==> config.mk <==
export PLATFORM = sky130hd
export DESIGN_NAME = byte_pair_loader
export DESIGN_NICKNAME = d
export VERILOG_FILES = /design/src/rtl/byte_pair_pkg.sv /design/src/rtl/bp_timeout_timer.sv /design/src/rtl/byte_pair_loader.sv
export SDC_FILE = /design/constraint.sdc
export NUM_CORES = 1
export LEC_CHECK = 0
export ABC_AREA = 0
export ABC_CLOCK_PERIOD_IN_PS = 1710
export CORE_UTILIZATION = 42
export CTS_CLUSTER_DIAMETER = 50
export DETAILED_ROUTE_END_ITERATION = 10
export HOLD_SLACK_MARGIN = 0.02
export PLACE_DENSITY = 0.68
export SKIP_LAST_GASP = 1
export SYNTH_ARGS = -nofsm -noshare
export SYNTH_HDL_FRONTEND = slang
export SYNTH_SLANG_ARGS = --single-unit
==> constraint.sdc <==
create_clock -name clk -period 1.71 [get_ports clk]
set_input_delay 0.342 -clock clk [delete_from_list [all_inputs] [get_ports clk]]
set_output_delay 0.342 -clock clk [all_outputs]
set_load 0.01 [all_outputs]
==> src/rtl/byte_pair_pkg.sv <==
// Shared types and defaults for the byte_pair_loader feeder.
package byte_pair_pkg;

    localparam int DEFAULT_N       = 16;
    localparam int DEFAULT_TIMEOUT = 15;
    localparam int DEFAULT_CW      = 8;

    typedef enum logic [1:0] {
        HI_ONLY = 2'd0,
        LO_ONLY = 2'd1,
        BOTH    = 2'd2,
        RSVD    = 2'd3
    } mode_t;

    typedef enum logic [2:0] {
        S_IDLE     = 3'd0,
        S_HAVE_HI  = 3'd1,
        S_COMMIT_H = 3'd2,
        S_COMMIT_L = 3'd3,
        S_COMMIT_B = 3'd4
    } state_t;

    function automatic logic is_commit(input state_t st);
        logic r;
        case (st)
            S_COMMIT_H, S_COMMIT_L, S_COMMIT_B: r = 1'b1;
            default:                            r = 1'b0;
        endcase
        return r;
    endfunction

endpackage

==> src/rtl/bp_timeout_timer.sv <==
// Idle-cycle watchdog for a half-assembled word; expire is high in the
// cycle where the count sits at TIMEOUT-1 and another idle cycle is seen.
module bp_timeout_timer #(
    parameter int TIMEOUT = 15
) (
    input  logic clk,
    input  logic clear_n,
    input  logic clr,
    input  logic en,
    output logic expire
);

    localparam int TW = (TIMEOUT > 1) ? $clog2(TIMEOUT) : 1;

    logic [TW-1:0] timer_q;
    logic [TW-1:0] timer_d;

    // next-count selection
    always_comb begin
        timer_d = timer_q;
        if (clr) begin
            timer_d = {TW{1'b0}};
        end else if (en) begin
            timer_d = timer_q + TW'(1);
        end else begin
            timer_d = timer_q;
        end
    end

    assign expire = en && !clr && (timer_q == TW'(TIMEOUT - 1));

    // count register
    always_ff @(posedge clk or negedge clear_n) begin
        if (!clear_n) begin
            timer_q <= {TW{1'b0}};
        end else begin
            timer_q <= timer_d;
        end
    end

endmodule

==> src/rtl/byte_pair_loader.sv <==
// Byte-stream feeder for a split high/low load register.
// Optional macro BYTE_PAIR_PARTIAL_COMMIT_EN: on watchdog expiry, commit the held high byte alone.
module byte_pair_loader
    import byte_pair_pkg::*;
#(
    parameter int N       = DEFAULT_N,
    parameter int TIMEOUT = DEFAULT_TIMEOUT,
    parameter int CW      = DEFAULT_CW
) (
    input  logic            clk,
    input  logic            clear_n,
    input  logic [N/2-1:0]  in_data,
    input  logic [1:0]      in_mode,
    input  logic            in_valid,
    output logic            in_ready,
    output logic [N/2-1:0]  inh,
    output logic [N/2-1:0]  inl,
    output logic            loadh,
    output logic            loadl,
    output logic            done,
    output logic            timeout_err,
    output logic [CW-1:0]   word_count
);

    localparam int H = N / 2;

    state_t          state_q, state_d;
    logic [H-1:0]    hi_buf_q, hi_buf_d;
    logic [H-1:0]    inh_q, inh_d;
    logic [H-1:0]    inl_q, inl_d;
    logic            loadh_q, loadh_d;
    logic            loadl_q, loadl_d;
    logic            done_q, done_d;
    logic            terr_q, terr_d;
    logic [CW-1:0]   wc_q, wc_d;

    logic            xfer_s;
    logic            tmr_clr_s;
    logic            tmr_en_s;
    logic            expire_s;

    assign in_ready  = (state_q == S_IDLE) || (state_q == S_HAVE_HI);
    assign xfer_s    = in_valid && in_ready;
    assign tmr_clr_s = (state_q != S_HAVE_HI);
    assign tmr_en_s  = (state_q == S_HAVE_HI) && !xfer_s;

    bp_timeout_timer #(
        .TIMEOUT (TIMEOUT)
    ) u_timer (
        .clk     (clk),
        .clear_n (clear_n),
        .clr     (tmr_clr_s),
        .en      (tmr_en_s),
        .expire  (expire_s)
    );

    // next-state, byte capture and pulse decode
    always_comb begin
        state_d  = state_q;
        hi_buf_d = hi_buf_q;
        inh_d    = inh_q;
        inl_d    = inl_q;
        terr_d   = 1'b0;
        case (state_q)
            S_IDLE: begin
                if (xfer_s) begin
                    case (mode_t'(in_mode))
                        HI_ONLY: begin
                            inh_d   = in_data;
                            state_d = S_COMMIT_H;
                        end
                        LO_ONLY: begin
                            inl_d   = in_data;
                            state_d = S_COMMIT_L;
                        end
                        BOTH: begin
                            hi_buf_d = in_data;
                            state_d  = S_HAVE_HI;
                        end
                        default: state_d = S_IDLE;
                    endcase
                end else begin
                    state_d = S_IDLE;
                end
            end
            S_HAVE_HI: begin
                if (xfer_s) begin
                    inh_d   = hi_buf_q;
                    inl_d   = in_data;
                    state_d = S_COMMIT_B;
                end else if (expire_s) begin
                    terr_d   = 1'b1;
                    hi_buf_d = {H{1'b0}};
`ifdef BYTE_PAIR_PARTIAL_COMMIT_EN
                    inh_d    = hi_buf_q;
                    state_d  = S_COMMIT_H;
`else
                    state_d  = S_IDLE;
`endif
                end else begin
                    state_d = S_HAVE_HI;
                end
            end
            default: state_d = S_IDLE;
        endcase

        // pulses are registered so they line up with the COMMIT_* cycle
        loadh_d = (state_d == S_COMMIT_H) || (state_d == S_COMMIT_B);
        loadl_d = (state_d == S_COMMIT_L) || (state_d == S_COMMIT_B);
        done_d  = is_commit(state_d);
        if (done_d) begin
            wc_d = wc_q + CW'(1);
        end else begin
            wc_d = wc_q;
        end
    end

    // FSM and output registers
    always_ff @(posedge clk or negedge clear_n) begin
        if (!clear_n) begin
            state_q  <= S_IDLE;
            hi_buf_q <= {H{1'b0}};
            inh_q    <= {H{1'b0}};
            inl_q    <= {H{1'b0}};
            loadh_q  <= 1'b0;
            loadl_q  <= 1'b0;
            done_q   <= 1'b0;
            terr_q   <= 1'b0;
            wc_q     <= {CW{1'b0}};
        end else begin
            state_q  <= state_d;
            hi_buf_q <= hi_buf_d;
            inh_q    <= inh_d;
            inl_q    <= inl_d;
            loadh_q  <= loadh_d;
            loadl_q  <= loadl_d;
            done_q   <= done_d;
            terr_q   <= terr_d;
            wc_q     <= wc_d;
        end
    end

    assign inh         = inh_q;
    assign inl         = inl_q;
    assign loadh       = loadh_q;
    assign loadl       = loadl_q;
    assign done        = done_q;
    assign timeout_err = terr_q;
    assign word_count  = wc_q;

endmodule

==> qor.yml, run 1 <==
status: "complete, no violations"
antenna_found_initial: 0
synthCells: 143
place.gp.congestion: 0.7568
required_ns: 1.37
synth_fa_ha_area_share_pct: 3.974
fin_cells: 260
cts_buffers: 5
synth-simple-area-share_pct: 10.93
period_share_pct: 96.19
finalPower_mw: 3.697
layout-drive-gt1-share_pct: 28.85
swShare_pct: 31.03
vias_per_cell: 5.162
syn2layout_area_growth_pct: 39.07
fin_area_mm2: 0.002628
yosys_register_bits: 43
slowest_delay_ns: 0.57
min_from: "word_count[7]"
grt.overflow.total: 0
wl_mm: 4.094
p_clk_share_pct: 17.0
final-hold-violation-count: 0
cts_buffer_depth: 2
met3_usage_pct: 3.655
comb_power_share_pct: 39.0
p_int_mw: 2.550
startpoint_type: "register"
synth_mux_area_share_pct: 14.90
clkSlewWorstSetupHoldPaths_ns: 0.08
p_per_area_mw_per_mm2: 1407
dieHeight_um: 69.07
drtIter0Drc: 69
grt_pass1_wl_mm: 6.686
worstPathArrival_ns: 1.30
startpoint: "word_count[3]"
nets: 226
critical_path_buf_inv_count: 1
cpMaxStageDelayCell: "clkdlybuf4s50_1"
fin_ws_ns: 0.06508
die-width_um: 69.07
tritoncts: "yes"
synth_compound_area_share_pct: 6.225
synth_nets: 162
portBuffers: 41
crit_path_max_fanout: 5
p_switching_mw: 1.147
peakVddDrop_uv: 769.7
syn-mean-instance-area_um2: 13.21
fin_util_pct: 60.76
pwr-share-seq_pct: 44.0
r2r-start: "state_q[1]"
use_met1_pct: 23.25
diodes: 0
path_delay_family: "buffers and inverters"
ioPinCount: 42
grt_pass1_vias: 1372
crit_type: "reg -> out"
synthesis.area_mm2: 0.001889
grt_setup_unrepaired: "no"
path_cells: "clkdlybuf4s50_1"
synthXorXnorAreaFrac_pct: 4.636
fillers: 352
cts.sinks: 43
rows: 24
maxCapViolCount: 0
grt_max_degree: 27
post-place-cells: 249
htreeDepth: 2
setup_viol: 0
insertion_delay_ns: 0.30
synth.yosys.seq_area_share_pct: 56.95
dp_hpwl_mm: 2.927
setup_tns_ns: 0
ys.warnings.count: 0
placed_area_mm2: 0.002474
relSlewSlack_pct: 71.03
regArea_mm2: 0.001079
multi_input_area_um2: 799.5
fin_skew_ns: 0.003022
slew_viol_final: 0
routedWlPerCell_um: 15.75
grt_use_total_pct: 18.04
fin_crit_ns: 1.645
dr.pass1.iters: 4
max_freq_ghz: 0.6079
coreArea_mm2: 0.004324
min_path_type: "reg -> reg"
top_usage_layer: "met2"
die-area_mm2: 0.004771
power.leakage_nw: 1.179
grt_util_met2_pct: 29.02
ys_types: 30
start_util_pct: 43.69
drc: 0
pre_cts_ws_ns: -0.4045
antenna_left: 0
via_count: 1342
critPathCaptureType: "output pin"
synth_top_family_by_area: "multiplexers"
worst_slew_pin_slew_ns: 0.4345
fin_hold_ws_ns: 0.4684
cts-root-buf: "clkbuf_8"
## state kept, by name (all words and copies together), names as in the netlist
signal           cells
word_count           8
loadh                1
inh                  8
loadl                1
done                 1
inl                  8
state_q              3
hi_buf_q             8
u_timer.timer_q      4
timeout_err          1
## power by group through the flow
stage / sequential (mW) / clock [mW] / combinational [mW]
floorplan: 1.71 / 0 / 0.511
global placement: 1.61 / 0 / 1.36
detailed placement: 1.64 / 0 / 1.39
CTS: 1.62 / 0.648 / 1.40
global route: 1.68 / 0.695 / 1.55
finish: 1.63 / 0.629 / 1.44
## logic make-up after synthesis
logic type | count (synthesis)
buffers and inverters | 9
multiplexers | 25
AO/OA/AOI/OAI | 15
flip-flops | 43
AND/OR/NAND/NOR | 35
adder cells (fa/ha/maj) | 6
XOR/XNOR | 10
## area by class of cell
class | count | share of cell area (%)
timing repair buffer | 61 | 22.10
multi-input combinational | 91 | 30.43
clock buffer | 6 | 2.762
clock inverter | 2 | 0.4762
inverter | 5 | 0.7143
sequential | 43 | 41.05
tap | 52 | 2.476
## synthesized netlist by cell type, drive strengths merged
master / instances / area share [%]
dfrtp: 43 / 57
mux2: 25 / 15
nor2: 12 / 2.9
a22o: 8 / 3.7
xor2: 8 / 3.7
ha: 6 / 4.0
inv: 5 / 0.99
buf: 4 / 1.4
nand3: 3 / 0.79
nor3: 3 / 0.79
nor4: 3 / 0.99
a21oi: 2 / 0.53
and2: 2 / 0.66
and4b: 2 / 1.1
nand2: 2 / 0.40
nand4: 2 / 0.66
nor3b: 2 / 0.79
xnor2: 2 / 0.93
a21boi: 1 / 0.40
a22oi: 1 / 0.40
a311o: 1 / 0.53
nand4b: 1 / 0.46
nor2b: 1 / 0.33
nor4b: 1 / 0.46
o21a: 1 / 0.40
o21ai: 1 / 0.26
or3b: 1 / 0.60
## layer usage
layer | up-vias | wire (um) | part of all wire [%]
met2 | 38 | 1976 | 48
met3 | 5 | 198 | 4.8
met1 | 663 | 1861 | 45
met5 | - | 0 | 0
li1 | 636 | - | -
met4 | 0 | 59 | 1.4
## layout by cell type, fill, tap and decap left out, types with 2 or more instances in the layout
| cell type | synthesis | final |
|---|---|---|
| nand2_1 | 2 | 2 |
| nor4_1 | 3 | 2 |
| buf_12 | 0 | 2 |
| nor2_2 | 1 | 2 |
| nor3_1 | 3 | 3 |
| clkbuf_8 | 0 | 5 |
| nand4_1 | 2 | 2 |
| nor2_4 | 1 | 2 |
| mux2_4 | 0 | 4 |
| ha_1 | 6 | 6 |
| nor3b_1 | 2 | 2 |
| and2_1 | 2 | 2 |
| dlygate4sd2_1 | 0 | 2 |
| clkdlybuf4s50_1 | 0 | 38 |
| xor2_1 | 8 | 8 |
| a21oi_1 | 2 | 2 |
| buf_4 | 0 | 17 |
| nor2_1 | 10 | 8 |
| dfrtp_1 | 43 | 41 |
| and4b_1 | 2 | 2 |
| xnor2_1 | 2 | 2 |
| a22o_1 | 8 | 8 |
| dfrtp_2 | 0 | 2 |
| mux2_2 | 25 | 21 |
| nand3_1 | 3 | 3 |
| inv_1 | 5 | 5 |
## path summary, 6_finish.rpt
kind | slack (ns) | to | cells after the start
worst min-delay path | 0.47 | word_count[7] | 1
worst max register to register | 0.07 | word_count[5] | 4
min in group asynchronous | 0.51 | u_timer.timer_q[2] | 2
worst min register to register | 0.47 | word_count[7] | 1
max in group asynchronous | 0.72 | hi_buf_q[4] | 3
worst max-delay path | 0.07 | word_count[3] | 1
## repair_timing
action | in CTS | in global routing
hold buffers | 1 | 0
setup endpoints to repair | 17 | 10
gates resized for setup | 3 | 9
buffers inserted | 1 | 1
hold endpoints to repair | 17 | 0
pin swaps | 1 | 1
Note: power is estimated with default switching activity, not from simulation.
==> run 2: changes to the inputs <==
--- a/config.mk
+++ b/config.mk
@@ -15,4 +15,5 @@
 export SKIP_LAST_GASP = 1
 export SYNTH_ARGS = -nofsm -noshare
 export SYNTH_HDL_FRONTEND = slang
+export SYNTH_HIERARCHICAL = 1
 export SYNTH_SLANG_ARGS = --single-unit
==> run 2 against run 1 <==
Against the previous run: clock-buffer cell count shrank 1; non-clock buffer count up 2; power rose by 10%; sequential share of layout area shrank 2.7 points; maximum frequency is 1.4% lower; synthesized cell count rose by 15%; die area is 3.0% higher; utilization is 2.9 points higher; final cell count increased by 7.7%; setup slack got worse by 0.023 ns; via count rose by 14%; clock power grew 47%; largest power group unchanged; highest routed layer unchanged.
==> qor.yml, run 2 <==
p_clk_share_pct: 22.8  # +5.8 points
power.leakage_nw: 1.219  # +3.4%
syn-mean-instance-area_um2: 11.87  # -10%
path_delay_family: "simple AND/OR/NAND/NOR gates"
portBuffers: 41  # unchanged
grt_pass1_vias: 1601  # +17%
clkSlewWorstSetupHoldPaths_ns: 0.08  # about the same
ys_top_cells_by_area: "dfrtp_1 (55%), mux2_2 (5.2%), ha_1 (3.9%)"
grt_util_met2_pct: 35.58  # +6.6 points
nets: 246  # +8.8%
drtIter0Drc: 112  # +62%
coreArea_mm2: 0.004414  # +2.1%
pwr-share-seq_pct: 40.1  # -3.9 points
async_flop_share_pct: 100.0  # unchanged
path_cells: "buf_4 -> or3b_4 -> nor2_4 -> buf_12 -> mux2_2"
synthCells: 164  # +15%
worstPathArrival_ns: 1.85  # +0.55 ns
synth-edff-count: 0  # unchanged
via_count: 1535  # +14%
met3_usage_pct: 4.473  # +0.82 points
layout-drive-gt1-share_pct: 25.00  # -3.8 points
synth_nets: 183  # +13%
grt_setup_unrepaired: "yes"
finalPower_mw: 4.067  # +10%
required_ns: 1.89  # +0.52 ns
fin_crit_ns: 1.668  # +0.02340 ns
dp_hpwl_mm: 3.167  # +8.2%
startpoint_type: "register"
fin_hold_ws_ns: 0.4764  # +0.007915 ns
crit_type: "reg -> reg"
layout_common_cells: "dfrtp_1 (42), clkdlybuf4s50_1 (38), buf_4 (17)"
fin_area_mm2: 0.002811  # +7.0%
routedWlPerCell_um: 16.23  # +3.0%
dieHeight_um: 70.09  # +1.5%
synth_common_cells: "dfrtp_1 (43), mux2_2 (9), nor2b_1 (9), o21ai_0 (9)"
diodes: 0  # unchanged
rows: 24  # unchanged
cpMaxStageDelayCell: "dfrtp_1"
min_path_type: "reg -> reg"
final-hold-violation-count: 0  # unchanged
crit_path_max_fanout: 8  # +3
synth_top_area_cell: "dfrtp_1"
p_int_mw: 2.819  # +11%
peakVddDrop_uv: 965.2  # +25%
syn2layout_area_growth_pct: 44.41
setup_viol: 0  # unchanged
fin_skew_ns: 0.004394  # +0.001372 ns
placed_area_mm2: 0.002565  # +3.7%
ys.warnings.count: 6  # +6
cts_buffers: 5  # unchanged
swShare_pct: 30.67  # -0.36 points
critical_path_buf_inv_count: 2  # +1
htreeDepth: 2  # unchanged
grt_max_degree: 24  # -11%
synthesis.area_mm2: 0.001947  # +3.0%
grt.overflow.total: 0  # unchanged
slowest_delay_ns: 0.41  # -0.16 ns
vias_per_cell: 5.482  # +6.2%
fin_util_pct: 63.69  # +2.9 points
die-width_um: 70.09  # +1.5%
cts-root-buf: "clkbuf_8"
cts.sinks: 43  # unchanged
final_common_cell: "dfrtp_1"
antenna_left: 0  # unchanged
antenna_found_initial: 0  # unchanged
ioPinCount: 42  # unchanged
dr.pass1.iters: 4  # unchanged
relSlewSlack_pct: 65.70  # -5.3 points
wl_mm: 4.543  # +11%
p_per_area_mw_per_mm2: 1446  # +2.8%
maxCapViolCount: 0  # unchanged
status: "complete, no violations"
use_met1_pct: 23.98  # +0.73 points
start_util_pct: 44.10  # +0.41 points
slew_viol_final: 0  # unchanged
p_switching_mw: 1.247  # +8.7%
comb_power_share_pct: 37.1  # -1.9 points
critPathCaptureType: "register"
synth_top_area_share_pct: 55.27  # -1.7 points
grt_use_total_pct: 19.91  # +1.9 points
ys_types: 37  # +23%
yosys_register_bits: 43  # unchanged
regToRegSetupSlack_ns: 0.04  # -0.02 ns
ys.flop_type: "dfrtp_1"
insertion_delay_ns: 0.29  # about the same
place.gp.congestion: 0.7466  # -1.3%
tritoncts: "yes"
max_freq_ghz: 0.5994  # -1.4%
synth_most_common_cell: "dfrtp_1"
cts_buffer_depth: 2  # unchanged
die-area_mm2: 0.004912  # +3.0%
synth.yosys.seq_area_share_pct: 55.27  # -1.7 points
top_usage_layer: "met2"
period_share_pct: 97.56  # +1.4 points
grt_pass1_wl_mm: 7.610  # +14%
drc: 0  # unchanged
worst_slew_pin_slew_ns: 0.5145  # +0.08007 ns
-- run 2: cell types whose count changed after synthesis, moves of 2 or more --
cell | before | now
o21ai_0 | 1 | 9
mux2_2 | 25 | 9
nor2b_1 | 1 | 9
nand3b_1 | 0 | 2
a31oi_1 | 0 | 8
clkbuf_1 | 0 | 6
and3b_1 | 0 | 2
buf_2 | 3 | 0
a22oi_1 | 1 | 8
and4b_1 | 2 | 0
nor2_1 | 10 | 7
-- run 2: path summary, 6_finish.rpt --
check,depth (start not counted),startpoint,endpoint
setup / recovery,5,state_q[2],inl[2]
hold / removal,1,word_count[7],word_count[7]
setup reg to reg,5,state_q[2],inl[2]
hold reg to reg,1,word_count[7],word_count[7]
max in group asynchronous,3,clear_n,word_count[0]
min in group asynchronous,2,clear_n,word_count[7]
-- run 2: layer usage --
layer,vias up,wire (um)
li1,719,-
met1,764,1935
met2,44,2361
met3,8,186
met4,0,60
met5,-,0
-- run 2: layout make-up --
cell class | count | area, um2
Multi-Input combinational cell | 110 | 910.9
Clock buffer | 5 | 68.82
Timing Repair Buffer | 63 | 606.8
Inverter | 4 | 15.01
Tap cell | 52 | 65.06
Sequential cell | 43 | 1077
Clock inverter | 3 | 67.56
Fill cell | 329 | 1603
-- run 2: through the flow --
stage	setup WS, ns	std cells	TNS [ns]
floorplan	0.006946	164	0
detailed placement	-0.4004	269	-10.08
global placement	-0.3685	269	-9.455
finish	0.04168	280	0
CTS	-0.01505	280	-0.02434
global route	-0.005466	280	-0.008680
-- run 2: what timing repair did --
action	4_1_cts	5_1_grt
hold buffers	1	0
setup endpoints to repair	21	14
resized for setup	8	8
pin swaps	4	5
hold endpoints to repair	4	0
setup buffers	3	0
-- run 2: kinds of logic (layout without fill, tap and decap cells) --
logic type	count (synthesis)	in the layout	synth area share (%)
multiplexers	10	10	5.977
AND/OR/NAND/NOR	47	47	15.30
adder cells (fa/ha/maj)	6	6	3.856
AO/OA/AOI/OAI	39	39	13.50
XOR/XNOR	8	8	3.599
buffers and inverters	11	75	2.506
flip-flops	43	43	55.27
-- run 2: power by group through the flow --
stage / combinational (mW) / clock, mW / sequential, mW
finish: 1.51 / 0.927 / 1.63
global route: 1.62 / 1.01 / 1.67
global placement: 1.40 / 0 / 1.62
floorplan: 0.554 / 0 / 1.72
CTS: 1.49 / 0.959 / 1.63
detailed placement: 1.45 / 0 / 1.64
==> run 3: changes to the inputs <==
--- a/config.mk
+++ b/config.mk
@@ -6,8 +6,9 @@
 export NUM_CORES = 1
 export LEC_CHECK = 0
 export ABC_AREA = 0
-export ABC_CLOCK_PERIOD_IN_PS = 1710
+export ABC_CLOCK_PERIOD_IN_PS = 1400
 export CORE_UTILIZATION = 42
+export CTS_BUF_LIST = sky130_fd_sc_hd__clkbuf_16
 export CTS_CLUSTER_DIAMETER = 50
 export DETAILED_ROUTE_END_ITERATION = 10
 export HOLD_SLACK_MARGIN = 0.02
==> constraint.sdc (replaced) <==
create_clock -name clk -period 1.4 [get_ports clk]
set_input_delay 0.28 -clock clk [delete_from_list [all_inputs] [get_ports clk]]
set_output_delay 0.28 -clock clk [all_outputs]
set_load 0.01 [all_outputs]
==> run 3 against run 2 <==
Against the previous run: the flow now finishes with violations (setup timing); wire length rose by 21%; cell area rose by 12%; clock-buffer cell count did not move; utilization rose by 7.5 points; die area did not move; final cell count rose by 6.8%; combinational power rose by 42%; non-clock buffer count rose by 19; sequential share of layout area fell by 4.1 points; register-to-register slack got worse by 0.33 ns; critical path depth rose by 2; highest routed layer unchanged.
==> qor.yml, run 3 (synthesized netlist as in run 2, its figures left out) <==
fin_crit_ns: 1.691  # +0.02289 ns
antenna_found_initial: 0  # unchanged
coreArea_mm2: 0.004414  # unchanged
wl_mm: 5.503  # +21%
maxCapViolCount: 0  # unchanged
status: "complete, but fails checks"
crit_path_max_fanout: 8  # unchanged
grt_setup_unrepaired: "yes"
period_share_pct: 120.8  # +23 points
slowest_delay_ns: 0.42  # about the same
grt.overflow.total: 0  # unchanged
violations: "setup timing"
insertion_delay_ns: 0.28  # about the same
max_freq_ghz: 0.5913  # -1.4%
regToRegSetupSlack_ns: -0.29  # -0.33 ns
fin_ws_ns: -0.2912  # -0.3329 ns
clkSlewWorstSetupHoldPaths_ns: 0.06  # -0.02 ns
placed_area_mm2: 0.002670  # +4.1%
path_cells: "nor2_4 -> nand2_4 -> nor2b_4 -> and4_4 -> and3b_2 -> o21ai_4 -> a22o_1"
r2r-start: "state_q[2]"
die-width_um: 70.09  # unchanged
grt_util_met2_pct: 39.53  # +4.0 points
startpoint: "state_q[2]"
crit_type: "reg -> reg"
fin_area_mm2: 0.003143  # +12%
final-hold-violation-count: 0  # unchanged
drtIter0Drc: 66  # -41%
nets: 265  # +7.7%
fin_skew_ns: 0.006004  # +0.001610 ns
setup_viol: 37  # +37
place.gp.congestion: 0.7723  # +3.4%
routedWlPerCell_um: 18.40  # +13%
worstPathArrival_ns: 1.85  # about the same
grt_pass1_vias: 1771  # +11%
antenna_left: 0  # unchanged
peakVddDrop_uv: 1027  # +6.4%
startpoint_type: "register"
worst_slew_pin_slew_ns: 0.3842  # -0.1304 ns
grt_pass1_wl_mm: 8.894  # +17%
critPathCaptureType: "register"
r2r_cells: 7  # +2
rows: 24  # unchanged
via_count: 1658  # +8.0%
required_ns: 1.56  # -0.33 ns
use_met1_pct: 29.28  # +5.3 points
diodes: 0  # unchanged
finalPower_mw: 5.197  # +28%
tritoncts: "yes"
dr.pass1.iters: 5  # +1
min_path_type: "in -> reg"
cts.sinks: 43  # unchanged
dieHeight_um: 70.09  # unchanged
vias_per_cell: 5.545  # +1.1%
dp_hpwl_mm: 3.134  # -1.0%
grt_use_total_pct: 23.68  # +3.8 points
portBuffers: 41  # unchanged
cts_buffer_depth: 2  # unchanged
met3_usage_pct: 5.051  # +0.58 points
power.leakage_nw: 1.456  # +19%
ioPinCount: 42  # unchanged
syn2layout_area_growth_pct: 61.44
drc: 0  # unchanged
p_per_area_mw_per_mm2: 1654  # +14%
grt_max_degree: 44  # +83%
layout_common_cells: "dfrtp_1 (43), dlygate4sd2_1 (30), buf_4 (27)"
cts_buffers: 5  # unchanged
slew_viol_final: 0  # unchanged
top_usage_layer: "met2"
final_common_cell: "dfrtp_1"
relSlewSlack_pct: 74.39  # +8.7 points
r2r_end: "hi_buf_q[0]"
cts-root-buf: "clkbuf_16"
start_util_pct: 44.10  # unchanged
die-area_mm2: 0.004912  # unchanged
htreeDepth: 2  # unchanged
layout-drive-gt1-share_pct: 36.03  # +11 points
cpMaxStageDelayCell: "dfrtp_1"
setup_tns_ns: -5.981  # -5.981 ns
cp-endpoint: "hi_buf_q[0]"
[run 3: cell type report]
cell class              count  area, um2
flip-flops and latches     43       1076
well taps                  52      65.06
repair buffers             82      769.5
clock inverters             3      11.26
inverters                   4      15.01
clock buffers               5      125.1
fillers                   289       1271
multi-input cells         110       1081
[run 3: power by group]
group | switching, mW | internal [mW]
clock network | 0.452 | 0.642
registers | 0.299 | 1.65
logic | 0.979 | 1.17
total | 1.73 | 3.47
[run 3: worst max-delay path: cells and delay by family (launching register included)]
| kind | cells | cell delay [ns] |
|---|---|---|
| AO/OA/AOI/OAI | 2 | 0.35 |
| flip-flops | 1 | 0.42 |
| AND/OR/NAND/NOR | 5 | 0.80 |
[run 3: stage by stage]
step                      hold WS, ns  cells  setup slack [ns]  util, %
after global routing           0.4824    299           -0.3440    71.20
final                          0.4773    299           -0.2912    71.20
after floorplan              -0.01559    164           -0.2928        -
after global placement         0.2692    275           -0.6051    60.49
after detailed placement       0.2748    275           -0.7054    60.49
after CTS                      0.4635    294           -0.2596    68.65
[run 3: layer usage]
layer | wire [um] | part of all wire, %
met3 | 203 | 3.7
met1 | 2325 | 42
met5 | 0 | 0
met4 | 141 | 2.6
met2 | 2832 | 51
[run 3: how the worst min path moves through the flow]
stage	startpoint	endpoint	slack, ns	cells past startpoint
after floorplan	clear_n	done	-0.02	0
after global placement	clear_n	word_count[7]	0.27	2
after detailed placement	clear_n	word_count[4]	0.27	2
after CTS	in_valid	timeout_err	0.46	3
after global routing	in_valid	timeout_err	0.48	3
final	in_valid	timeout_err	0.48	3
[run 3: timing repair]
item	4_1_cts	5_1_grt
gates resized for setup	65	18
pin swaps	27	16
setup buffers	12	5
endpoints found under the setup margin	65	41
hold buffers	1	0
hold endpoints to repair	43	0
cloned	0	1
